==> src/rtl/dcm_phaseshift_multi.sv <==
// Multi-channel DCM variable phase-shift controller. It walks the selected channel's
// phase to a clamped target one PSEN step at a time, and aborts on overflow, timeout or unlock.
module dcm_phaseshift_multi #(
  parameter int NCH       = 2,
  parameter int WIDTH     = 10,
  parameter int MIN_PHASE = -255,
  parameter int MAX_PHASE = 255,
  parameter int TIMEOUT   = 1023,
  localparam int CW       = (NCH > 1) ? $clog2(NCH) : 1
) (
  input  logic                   clk_i,
  input  logic                   reset_i,
  input  logic                   load_i,
  input  logic [CW-1:0]          ch_sel_i,
  input  logic signed [WIDTH-1:0] value_i,
  output logic [NCH*WIDTH-1:0]   value_o,
  output logic                   busy_o,
  output logic                   done_o,
  output logic [2:0]             status_o,
  output logic [NCH-1:0]         dcm_psen_o,
  output logic [NCH-1:0]         dcm_psincdec_o,
  input  logic [NCH-1:0]         dcm_psdone_i,
  input  logic [NCH-1:0]         dcm_psovf_i,
  input  logic [NCH-1:0]         dcm_locked_i
);

  localparam int TW = (TIMEOUT > 1) ? $clog2(TIMEOUT + 1) : 1;
  // WAIT is entered two edges after the PSEN edge and done_o follows FINISH by one,
  // so the abort fires at this count to land done_o TIMEOUT cycles after PSEN.
  localparam logic [TW-1:0] TMO_LAST = TW'((TIMEOUT > 3) ? TIMEOUT - 3 : 0);
  localparam logic signed [WIDTH-1:0] MIN_V = WIDTH'(MIN_PHASE);
  localparam logic signed [WIDTH-1:0] MAX_V = WIDTH'(MAX_PHASE);
  localparam logic signed [WIDTH-1:0] ONE_V = WIDTH'(1);

  typedef enum logic [2:0] {IDLE, CHECK, STEP, WAIT, FINISH} state_t;

  state_t                  state_q;
  logic [CW-1:0]           sel_q;
  logic signed [WIDTH-1:0] tgt_q;
  logic signed [WIDTH-1:0] act_q [NCH];
  logic [TW-1:0]           tmo_q;
  logic                    busy_q;
  logic                    done_q;
  logic [2:0]              status_q;
  logic [NCH-1:0]          psen_q;
  logic [NCH-1:0]          incdec_q;

  logic signed [WIDTH-1:0] tgt_d;
  logic                    clamp_d;
  logic                    accept_d;
  logic signed [WIDTH-1:0] act_sel;
  logic                    lock_sel;
  logic                    psdone_sel;
  logic                    psovf_sel;

  function automatic logic signed [WIDTH-1:0] sat_phase(input logic signed [WIDTH-1:0] v);
    if (v < MIN_V) return MIN_V;
    if (v > MAX_V) return MAX_V;
    return v;
  endfunction

  function automatic logic is_clamped(input logic signed [WIDTH-1:0] v);
    return (v < MIN_V) || (v > MAX_V);
  endfunction

  function automatic logic signed [WIDTH-1:0] step_phase(input logic signed [WIDTH-1:0] v,
                                                          input logic up);
    return up ? (v + ONE_V) : (v - ONE_V);
  endfunction

  always_comb begin
    tgt_d      = sat_phase(value_i);
    clamp_d    = is_clamped(value_i);
    accept_d   = (state_q == IDLE) && !busy_q && load_i && (int'(ch_sel_i) < NCH);
    act_sel    = act_q[sel_q];
    lock_sel   = dcm_locked_i[sel_q];
    psdone_sel = dcm_psdone_i[sel_q];
    psovf_sel  = dcm_psovf_i[sel_q];
  end

  always_ff @(posedge clk_i) begin
    if (reset_i) begin
      state_q  <= IDLE;
      sel_q    <= '0;
      tgt_q    <= '0;
      tmo_q    <= '0;
      busy_q   <= 1'b0;
      done_q   <= 1'b0;
      status_q <= '0;
      psen_q   <= '0;
      incdec_q <= '0;
      for (int k = 0; k < NCH; k++) act_q[k] <= '0;
    end else begin
      psen_q <= '0;
      done_q <= (state_q == FINISH);
      busy_q <= accept_d || (state_q != IDLE);
      // An unlocked DCM has been reset to zero phase; track that here.
      for (int k = 0; k < NCH; k++) begin
        if (!dcm_locked_i[k]) act_q[k] <= '0;
      end
      case (state_q)
        IDLE: begin
          if (accept_d) begin
            sel_q    <= ch_sel_i;
            tgt_q    <= tgt_d;
            status_q <= {2'b00, clamp_d};
            state_q  <= CHECK;
          end
        end
        CHECK: begin
          if (!lock_sel) begin
            status_q[2] <= 1'b1;
            state_q     <= FINISH;
          end else if (act_sel == tgt_q) begin
            state_q <= FINISH;
          end else begin
            psen_q[sel_q]   <= 1'b1;
            incdec_q[sel_q] <= (tgt_q > act_sel);
            state_q         <= STEP;
          end
        end
        STEP: begin
          tmo_q   <= '0;
          state_q <= WAIT;
        end
        WAIT: begin
          if (!lock_sel) begin
            status_q[2] <= 1'b1;
            state_q     <= FINISH;
          end else if (psdone_sel) begin
            if (psovf_sel) begin
              status_q[1] <= 1'b1;
              state_q     <= FINISH;
            end else begin
              act_q[sel_q] <= step_phase(act_sel, incdec_q[sel_q]);
              state_q      <= CHECK;
            end
          end else if (tmo_q >= TMO_LAST) begin
            status_q[2] <= 1'b1;
            state_q     <= FINISH;
          end else begin
            tmo_q <= tmo_q + TW'(1);
          end
        end
        FINISH: state_q <= IDLE;
        default: state_q <= IDLE;
      endcase
    end
  end

  for (genvar k = 0; k < NCH; k++) begin : g_val
    assign value_o[k*WIDTH +: WIDTH] = act_q[k];
  end

  assign busy_o         = busy_q;
  assign done_o         = done_q;
  assign status_o       = status_q;
  assign dcm_psen_o     = psen_q;
  assign dcm_psincdec_o = incdec_q;

endmodule
==> config.mk <==
export PLATFORM = sky130hd
export DESIGN_NAME = dcm_phaseshift_multi
export DESIGN_NICKNAME = d
export VERILOG_FILES = /design/src/rtl/dcm_phaseshift_multi.sv
export SDC_FILE = /design/constraint.sdc
export NUM_CORES = 1
export LEC_CHECK = 0
export ABC_AREA = 1
export ABC_CLOCK_PERIOD_IN_PS = 3600
export BUFFER_PORTS_ARGS = -buffer_cell sky130_fd_sc_hd__buf_2
export CORE_UTILIZATION = 61
export DETAILED_ROUTE_END_ITERATION = 8
export PLACE_DENSITY_LB_ADDON = 0.08
export SETUP_SLACK_MARGIN = 0.15
export SLEW_MARGIN = 15
export SYNTH_ARGS = -nofsm -noshare
export SYNTH_HDL_FRONTEND = slang
export SYNTH_SLANG_ARGS = --single-unit
==> constraint.sdc <==
create_clock -name clk_i -period 3.6 [get_ports clk_i]
set_input_delay 0.72 -clock clk_i [delete_from_list [all_inputs] [get_ports clk_i]]
set_output_delay 0.72 -clock clk_i [all_outputs]
set_load 0.05 [all_outputs]
==> results of run 1 <==
-- report_power, final --
| part | total (uW) | internal (uW) | switching [uW] |
|---|---|---|---|
| Combinational | 1450 | 495 | 953 |
| Sequential | 801 | 723 | 78.2 |
| Clock | 404 | 209 | 195 |
-- cell usage in the layout (no fill, tap or decap), types with 2 or more instances in the layout --
cell type  instances
nand2_1          101
nor2_1            57
inv_1             51
buf_2             48
a21oi_1           35
dfxtp_1           34
nand3_1           21
ha_1              20
edfxtp_1          20
o21ai_0           19
or2_2              8
nand2_2            6
xor2_1             6
o21ai_1            5
nand4_1            5
xnor2_1            5
clkbuf_8           5
nor3_2             4
inv_2              3
nor3_1             3
o21ai_2            2
nor2_2             2
nor2_4             2
o21a_1             2
clkbuf_1           2
-- stage by stage --
step / std cells / power (uW) / hold slack [ns] / cell area, um2
global placement: 538 / 2200 / 0.439 / 3470
finish: 546 / 2650 / 0.459 / 3570
floorplan: 429 / 1960 / 0.449 / 3200
global route: 546 / 2870 / 0.493 / 3570
CTS: 546 / 2640 / 0.468 / 3570
detailed placement: 538 / 2220 / 0.455 / 3470
-- final cells by class --
| type | count | area share |
|---|---|---|
| clock inverter | 1 | 0.00841 |
| multi-input combinational | 310 | 0.460 |
| sequential | 54 | 0.359 |
| inverter | 56 | 0.0602 |
| clock buffer | 7 | 0.0214 |
| timing repair buffer | 48 | 0.0673 |
| tap | 70 | 0.0245 |
-- state kept, by name, indices dropped and copies added (netlist names), named ones only --
signal	cells
act_q	20
busy_o	1
dcm_psen_o	2
dcm_psincdec_o	2
done_o	1
sel_q	1
state_q	3
status_o	3
tgt_q	10
tmo_q	10
-- cell families after synthesis --
family | count (synthesis)
buffers and inverters | 65
adders and majority gates | 21
and+or+nand+nor | 213
xor gates and xnor gates | 11
DFF | 54
AOI/OAI and AO/OA | 65
-- per-layer routing --
| layer | GRT usage | vias up | part of all wire |
|---|---|---|---|
| met3 | 0.0515 | 8 | 0.050 |
| met1 | 0.377 | 1331 | 0.49 |
| li1 | - | 1478 | - |
| met5 | 0 | - | 0 |
| met4 | 0.0713 | 0 | 0.010 |
| met2 | 0.436 | 99 | 0.45 |
-- critical path, cell delays in order (launching register included) --
cell	delay (ns)
dfxtp_1	0.43
o21ai_1	0.69
ha_1	0.41
a21oi_1	0.23
o21ai_0	0.16
nand2_1	0.08
nand3_1	0.08
nand2_1	0.07
clkinv_1	0.06
nor2_1	0.15
nor2_1	0.06
-- path summary, 6_finish.rpt --
kind                       to  slack [ns]  cells past startpoint
setup / recovery  act_q[1][9]        0.93                     10
hold / removal    status_o[2]        0.46                      2
setup reg to reg  act_q[1][9]        0.93                     10
hold reg to reg   status_o[2]        0.46                      2
==> flow_summary_export.csv, run 1 <==
group,metric,value,unit
power,power.density,743,nW/um2
sta,period_needed,2.67,ns
clocking,insertion_delay,0.31,ns
global_routing,grt_antenna_before_repair,0,
clocking,cts_root_buf,"clkbuf_8",
sta,skew,0.0141,ns
worst_setup_path,start_kind,"flop",
cells_and_area,nNetsFinal,516,
synthesis,ys_seq_area_frac,0.400,
synthesis,yosys.area_share.simple,0.291,
synthesis,synth_compound_area_frac,0.107,
synthesis,synth_largest_area_cell,"dfxtp_1",
cells_and_area,diodes,0,
worst_setup_path,cp.required,3.66,ns
cells_and_area,layout.area.seq,1280,um2
floorplan,start_util,0.631,
worst_setup_path,crit_type,"reg2reg",
worst_setup_path,endpoint_kind,"flop",
synthesis,yosysMostFrequentCell,"nand2_1",
floorplan,rows,26,
detailed_routing,vias,2916,
sta,max-slew-margin-rel,0.466,
clocking,cts_tree,"done",
worst_setup_path,worstPathMaxFanout,10,
clocking,cts_hold_buf,0,
global_routing,grt_overflow_total,0,
synthesis,synthMuxAreaShare,0,
cells_and_area,post-route-util,0.704,
synthesis,yosys_warnings,0,
synthesis,synth_enable_flop_cells,20,
place,finalWeightedCongestion,0.941,
clocking,clk_pin_slew_worst_paths,0.10,ns
flow_run,maxCapViolCount,0,
place,hpwl,5.46,mm
floorplan,die_w,74.5,um
cells_and_area,multiInputGateArea,1640,um2
sta,fmax,0.374,GHz
global_routing,grt_max_degree,18,
synthesis,syn_area,3200,um2
worst_hold_path,hp-start,"status_o[2]",
detailed_routing,first_pass_iters,5,
detailed_routing,final_antenna_net_count,0,
place,portBuffers,48,
synthesis,ys_seq_elements,54,
global_routing,grt_pass1_vias,2657,
global_routing,grt_pass1_wl,11.5,mm
worst_setup_path,cp.arrival,2.73,ns
power,vdd_drop_max,0.541,mV
synthesis,ys_async_sr_fraction,0,
sta,final-setup-viol-count,0,
detailed_routing,viasPerCell,5.34,
cells_and_area,area_delta_synth_final,11.5,%
synthesis,yosys.cell_types.count,34,
floorplan,dieArea,5550,um2
worst_hold_path,hp-class,"reg2reg",
detailed_routing,initialDrtViolationCount,224,
clocking,cts_resized,0,
place,pre_cts_ws,0.948,ns
synthesis,yosysTopAreaCellShare,0.212,
sta,hold_viol_final,0,
synthesis,synth_xor_area_frac,0.0301,
floorplan,die_h,74.5,um
detailed_routing,wl,7.18,mm
sta,worst_pin_slew,0.796,ns
sta,rsz0062_at_grt,"false",
worst_setup_path,startpoint,"sel_q",
sta,fin_setup_tns,0,ns
clocking,clk_path_buf_depth,2,
sta,fin_crit_sh,0.742,
power,p_leak,0.00171,uW
synthesis,netlist_instances,429,
detailed_routing,drc,0,
synthesis,synth_fp_nets,470,
synthesis,avgSynthCellArea,7.47,um2
cells_and_area,drive_above_1_share,0.172,
detailed_routing,avgRoutedWirePerCell,13.2,um
clocking,numCtsBuffers,5,
floorplan,ios,49,
global_routing,track_usage,0.272,
synthesis,synth_commonest_cells,"101 x nand2_1, 57 x nor2_1, 51 x inv_1",
worst_setup_path,rr_startpoint,"sel_q",
synthesis,synth-adder-area-share,0.0843,
synthesis,netlist_top_cells_area,"dfxtp_1 21%, edfxtp_1 19%, nand2_1 12%",
clocking,clock-sinks,54,
sta,fin_ws,0.928,ns
synthesis,synth_top_family_by_area,"simple AND/OR/NAND/NOR gates",
sta,slew_violations,0,
cells_and_area,n_fill_cell,447,
clocking,post_cts_buffers,0,
outcome,status,"finished, final reports clean",
floorplan,core_area,5070,um2
clocking,cts_max_level,2,
synthesis,ys.flop_type,"dfxtp_1",
Note: power is estimated with default switching activity, not from simulation.
==> run 2, diff against run 1 <==
--- a/config.mk
+++ b/config.mk
@@ -6,9 +6,9 @@
 export NUM_CORES = 1
 export LEC_CHECK = 0
 export ABC_AREA = 1
-export ABC_CLOCK_PERIOD_IN_PS = 3600
+export ABC_CLOCK_PERIOD_IN_PS = 2300
 export BUFFER_PORTS_ARGS = -buffer_cell sky130_fd_sc_hd__buf_2
-export CORE_UTILIZATION = 61
+export CORE_UTILIZATION = 52
 export DETAILED_ROUTE_END_ITERATION = 8
 export PLACE_DENSITY_LB_ADDON = 0.08
 export SETUP_SLACK_MARGIN = 0.15
==> constraint.sdc (replaced) <==
create_clock -name clk_i -period 2.3 [get_ports clk_i]
set_input_delay 0.46 -clock clk_i [delete_from_list [all_inputs] [get_ports clk_i]]
set_output_delay 0.46 -clock clk_i [all_outputs]
set_load 0.05 [all_outputs]
==> run 2 against run 1 <==
  * Final cell count increased by 2.7%
  * Routed wire length increased by 5.5%
  * Fmax increased by 27%
  * Critical path depth increased by 2
  * Non-clock buffer count increased by 10
  * Clock power increased by 50%
  * Largest cell class unchanged
  * Sequential share of layout area decreased by 3.3 points
  * Global-route usage decreased by 3.0 points
  * Total power increased by 85%
  * Worst hold slack got worse by 0.060 ns
  * Design area increased by 10%
  * Critical path type unchanged
  * Register-to-register slack got worse by 0.73 ns
  * Critical endpoint unchanged
  * Highest routed layer unchanged
==> flow_summary_export.csv, run 2 (same netlist as run 1, synthesis figures left out) <==
group,metric,value,unit
detailed_routing,first_pass_iters,4,
worst_setup_path,endpoint_kind,"flop",
outcome,status,"finished, final reports clean",
floorplan,ios,49,
clocking,cts_tree,"done",
place,portBuffers,48,
cells_and_area,final_common_cell,"nand2_1",
global_routing,track_usage,0.242,
global_routing,grt_max_degree,18,
cells_and_area,diodes,0,
detailed_routing,viasPerCell,5.25,
cells_and_area,final_cells,561,
power,vdd_drop_max,0.705,mV
global_routing,grt_antenna_before_repair,0,
worst_hold_path,hp-start,"value_i[2]",
sta,slew_violations,0,
power,seq_power_share,0.253,
worst_setup_path,slowest_stage,"dfxtp_2",
clocking,insertion_delay,0.31,ns
worst_setup_path,cp_cell_sequence,"inv_4 > or2_4 > o21ai_2 > inv_1 > ha_4 > nand2_2 > o21ai_2 > nand2_1 > nand3_1 > nor2_1 > nor2_2 > nor2_1",
detailed_routing,avgRoutedWirePerCell,13.5,um
power,combPwrFrac,0.623,
global_routing,grt_overflow_total,0,
power,power.density,1240,nW/um2
clocking,clk_pin_slew_worst_paths,0.10,ns
clocking,clk_path_buf_depth,2,
sta,fmax,0.475,GHz
flow_run,maxCapViolCount,0,
place,finalWeightedCongestion,0.883,
power,p_leak,0.00181,uW
detailed_routing,initialDrtViolationCount,190,
cells_and_area,largest_reg_flops,20,
global_routing,grt_pass1_wl,11.8,mm
floorplan,start_util,0.541,
worst_setup_path,cp.required,2.37,ns
clocking,numCtsBuffers,5,
floorplan,core_area,5920,um2
clocking,clock-sinks,54,
clocking,cts_root_buf,"clkbuf_8",
cells_and_area,nNetsFinal,526,
worst_setup_path,reg2reg_depth,12,
cells_and_area,area_delta_synth_final,23.0,%
sta,period_needed,2.11,ns
sta,rsz0062_at_grt,"true",
place,pre_cts_ws,0.160,ns
power,internal-power,2610,uW
power,switchingPower,2280,uW
sta,skew,0.0122,ns
detailed_routing,wl,7.58,mm
worst_hold_path,hold_path_depth,3,
sta,fin_ws,0.194,ns
power,p_sw_frac,0.466,
worst_hold_path,hold-path-endpoint,"tgt_q[2]",
worst_setup_path,reg2reg_slack,0.19,ns
worst_setup_path,max_stage_delay,0.37,ns
cells_and_area,final_cell_mix,"97 x nand2_1, 53 x nor2_1, 48 x buf_2",
detailed_routing,vias,2948,
detailed_routing,final_antenna_net_count,0,
detailed_routing,drc,0,
sta,fin_crit_sh,0.916,
worst_setup_path,worstReg2RegEnd,"act_q[1][9]",
cells_and_area,post-route-util,0.666,
cells_and_area,drive_above_1_share,0.282,
worst_setup_path,crit_family,"simple AND/OR/NAND/NOR gates",
global_routing,grt_pass1_vias,2530,
worst_setup_path,worstPathMaxFanout,10,
worst_setup_path,start_kind,"flop",
worst_setup_path,cp.arrival,2.18,ns
sta,final-setup-viol-count,0,
sta,fin_setup_tns,0,ns
cells_and_area,top_regs,"act_q x20, tgt_q x10, tmo_q x10",
floorplan,rows,28,
worst_setup_path,crit_type,"reg2reg",
sta,max-slew-margin-rel,0.711,
worst_hold_path,hp-class,"in2reg",
place,dpl.cell_count,552,
clocking,cts_max_level,2,
sta,worst_pin_slew,0.432,ns
floorplan,die_w,80.5,um
power,clock_power_share,0.124,
floorplan,die_h,80.5,um
floorplan,dieArea,6480,um2
worst_setup_path,critPathBufInv,2,
cells_and_area,largest-register,"act_q",
sta,hold_viol_final,0,
place,hpwl,5.69,mm
[run 2: power groups by stage]
stage               clock, uW  combinational, uW  sequential [uW]
floorplan                   0               2000             1410
global placement            0               2660             1250
detailed placement          0               2720             1260
CTS                       622               2740             1240
global route              661               3370             1260
finish                    605               3050             1240
[run 2: worst reg2reg max path, cell delays in order, from the launching register on]
cell     delay (ns)
dfxtp_2        0.37
inv_4          0.08
or2_4          0.25
o21ai_2        0.06
inv_1          0.09
ha_4           0.30
nand2_2        0.09
o21ai_2        0.20
nand2_1        0.08
nand3_1        0.10
nor2_1         0.06
nor2_2         0.12
nor2_1         0.05
[run 2: how the worst max path moves through the flow]
stage	cells past startpoint	slack, ns	startpoint	end
2_1_floorplan	9	0.12	act_q[1][1]	act_q[0][6]
3_3_place_gp	10	0.22	flop	act_q[0][6]
3_5_place_dp	10	0.16	flop	act_q[0][6]
4_1_cts	10	0.19	flop	act_q[0][6]
5_1_grt	12	0.09	flop	act_q[1][9]
6_report	12	0.19	flop	act_q[1][9]
[run 2: repair_timing]
| action | in CTS | in global routing |
|---|---|---|
| gates resized for setup | 2 | 17 |
| buffers inserted | 0 | 1 |
| endpoints found under the setup margin | 1 | 11 |
| hold buffers | 0 | 0 |
| pin swaps | 1 | 8 |
[run 2: layer usage]
metal / wire length, um / global-route usage / up-vias / share of wire
met5: 0 / 0 / - / 0
met4: 79 / 0.0500 / 0 / 0.010
met3: 483 / 0.0534 / 8 / 0.064
met2: 3430 / 0.382 / 91 / 0.45
met1: 3580 / 0.337 / 1349 / 0.47
li1: - / - / 1500 / -
[run 2: stage by stage]
step	cell area [um2]	total power, uW	hold slack, ns
after detailed placement	3740	3980	0.441
after floorplan	3380	3410	0.449
final	3940	4900	0.399
after global placement	3740	3910	0.443
after global routing	3940	5290	0.389
after CTS	3850	4600	0.398
[run 2: cell type report]
type / count / area [um2]
Fill cell: 528 / 1980
Multi-Input combinational cell: 310 / 1890
Sequential cell: 54 / 1280
Timing Repair Buffer: 58 / 344
Inverter: 56 / 218
Clock buffer: 6 / 93.8
Tap cell: 75 / 93.8
Clock inverter: 2 / 12.5
==> run 3, diff against run 2 <==
--- a/config.mk
+++ b/config.mk
@@ -8,7 +8,7 @@
 export ABC_AREA = 1
 export ABC_CLOCK_PERIOD_IN_PS = 2300
 export BUFFER_PORTS_ARGS = -buffer_cell sky130_fd_sc_hd__buf_2
-export CORE_UTILIZATION = 52
+export CORE_UTILIZATION = 33
 export DETAILED_ROUTE_END_ITERATION = 8
 export PLACE_DENSITY_LB_ADDON = 0.08
 export SETUP_SLACK_MARGIN = 0.15
==> run 3 against run 2 <==
  * Design area up 2.4%
  * Combinational power down 2%
  * Die area up 56%
  * Worst setup slack better by 0.048 ns
  * Highest routed layer unchanged
  * Core utilization down 23 points
  * Global-route usage down 7.3 points
  * Fmax up 2.3%
  * Largest power group unchanged
  * Critical path depth down 1
==> flow_summary_export.csv, run 3 (same netlist as run 1, synthesis figures left out) <==
group,metric,value,unit
floorplan,rows,35,
global_routing,grt_pass1_wl,13.2,mm
clocking,insertion_delay,0.31,ns
cells_and_area,largest_reg_flops,20,
worst_setup_path,reg2reg_slack,0.24,ns
worst_setup_path,crit_type,"reg2reg",
cells_and_area,area_delta_synth_final,25.9,%
floorplan,die_w,101,um
detailed_routing,final_antenna_net_count,0,
clocking,cts_tree,"done",
sta,worst_pin_slew,0.397,ns
sta,holdWs,0.401,ns
cells_and_area,final_common_cell,"nand2_1",
cells_and_area,nNetsFinal,526,
power,p_total,4800,uW
sta,fmax,0.486,GHz
sta,skew,0.00979,ns
worst_setup_path,start_kind,"flop",
detailed_routing,initialDrtViolationCount,101,
detailed_routing,avgRoutedWirePerCell,13.1,um
sta,hold_viol_final,0,
cells_and_area,n_fill_cell,978,
clocking,clk_pin_slew_worst_paths,0.10,ns
clocking,clock-sinks,54,
worst_setup_path,cp.required,2.38,ns
worst_hold_path,hold-path-endpoint,"tgt_q[2]",
sta,rsz0062_at_grt,"true",
worst_setup_path,cp.arrival,2.14,ns
global_routing,grt_max_degree,18,
sta,final-setup-viol-count,0,
place,portBuffers,48,
sta,period_needed,2.06,ns
detailed_routing,drc,0,
cells_and_area,final_cell_mix,"97 x nand2_1, 53 x nor2_1, 48 x buf_2",
global_routing,grt_overflow_total,0,
global_routing,grt_antenna_before_repair,0,
clocking,cts_max_level,2,
clocking,numCtsBuffers,5,
clocking,clk_path_buf_depth,2,
cells_and_area,drive_above_1_share,0.288,
detailed_routing,vias,2869,
power,power.density,1190,nW/um2
worst_setup_path,reg2reg_depth,11,
floorplan,start_util,0.344,
sta,fin_setup_tns,0,ns
outcome,status,"finished, final reports clean",
worst_setup_path,worstPathMaxFanout,10,
worst_hold_path,hp-class,"in2reg",
power,vdd_drop_max,0.406,mV
clocking,cts_root_buf,"clkbuf_8",
worst_hold_path,hold_path_depth,3,
floorplan,core_area,9330,um2
worst_setup_path,worstReg2RegEnd,"act_q[1][8]",
cells_and_area,top_regs,"act_q x20, tgt_q x10, tmo_q x10",
power,p_leak,0.00181,uW
worst_hold_path,hp-start,"value_i[2]",
flow_run,maxCapViolCount,0,
floorplan,ios,49,
worst_setup_path,endpoint_kind,"flop",
global_routing,track_usage,0.169,
sta,max-slew-margin-rel,0.735,
sta,slew_violations,0,
sta,fin_crit_sh,0.895,
detailed_routing,first_pass_iters,4,
detailed_routing,viasPerCell,4.67,
place,hpwl,6.05,mm
global_routing,grt_pass1_vias,2693,
clocking,cts_hold_buf,0,
cells_and_area,largest-register,"act_q",
floorplan,die_h,101,um
detailed_routing,wl,8.04,mm
floorplan,dieArea,10100,um2
place,finalWeightedCongestion,0.811,
cells_and_area,diodes,0,
run 3: changes by cell type in the layout (fill, tap and decap cells not counted), moves of 2 or more:
cell     before  now
inv_1        47   44
o21ai_4       1    3
nand3_1      20   18
inv_2         6   10
nand3_2       1    3
o21ai_2      11    9
xor2_1        3    5
xor2_2        3    1
inv_4         3    0
run 3: critical path: stages (launching register included):
cell and delay [ns]:
dfxtp_4 0.38, inv_6 0.06, or2_4 0.24, o21ai_2 0.09, inv_2 0.08, ha_4 0.29, a21o_1 0.15, nand3_1 0.07
and2_1 0.14, nand2_1 0.10, xor2_2 0.17, nor2_1 0.06
run 3: cell type report:
type	instances	area, um2	area share
multi-input combinational	310	1920	0.475
timing repair buffer	58	357	0.0884
tap	129	161	0.0400
clock buffer	7	86.3	0.0214
inverter	56	220	0.0546
sequential	54	1290	0.319
clock inverter	1	5.00	0.00124
run 3: per-layer routing:
layer | vias to the layer above | global-route usage | share of wire
li1 | 1495 | - | -
met1 | 1312 | 0.238 | 0.52
met2 | 53 | 0.269 | 0.44
met3 | 9 | 0.0229 | 0.027
met4 | 0 | 0.0546 | 0.016
met5 | - | 0 | 0
run 3: how the worst max path moves through the flow:
stage,from,end,cells past startpoint,slack [ns]
detailed placement,flop,act_q[0][6],10,0.17
global placement,flop,act_q[1][9],13,0.21
global route,flop,act_q[0][5],10,0.15
CTS,flop,act_q[0][6],10,0.15
floorplan,act_q[1][1],act_q[0][6],9,0.12
finish,flop,act_q[1][8],11,0.24
run 3: repair_timing:
action | 4_1_cts | 5_1_grt
resized for setup | 0 | 28
buffers inserted | 0 | 2
setup endpoints to repair | 0 | 16
run 3: report_power, final:
group | total, uW | switching, uW | internal (uW)
clock | 567 | 323 | 244
sequential | 1240 | 106 | 1140
combinational | 2990 | 1780 | 1210
total | 4800 | 2210 | 2590
run 3: metrics by stage:
| stage | area, um2 | cells | utilization | worst slack, ns |
|---|---|---|---|---|
| 2_1_floorplan | 3380 | 429 | - | 0.121 |
| 3_3_place_gp | 3820 | 605 | 0.409 | 0.207 |
| 3_5_place_dp | 3820 | 605 | 0.409 | 0.174 |
| 4_1_cts | 3910 | 613 | 0.419 | 0.151 |
| 5_1_grt | 4040 | 615 | 0.433 | 0.146 |
| 6_report | 4040 | 615 | 0.433 | 0.242 |
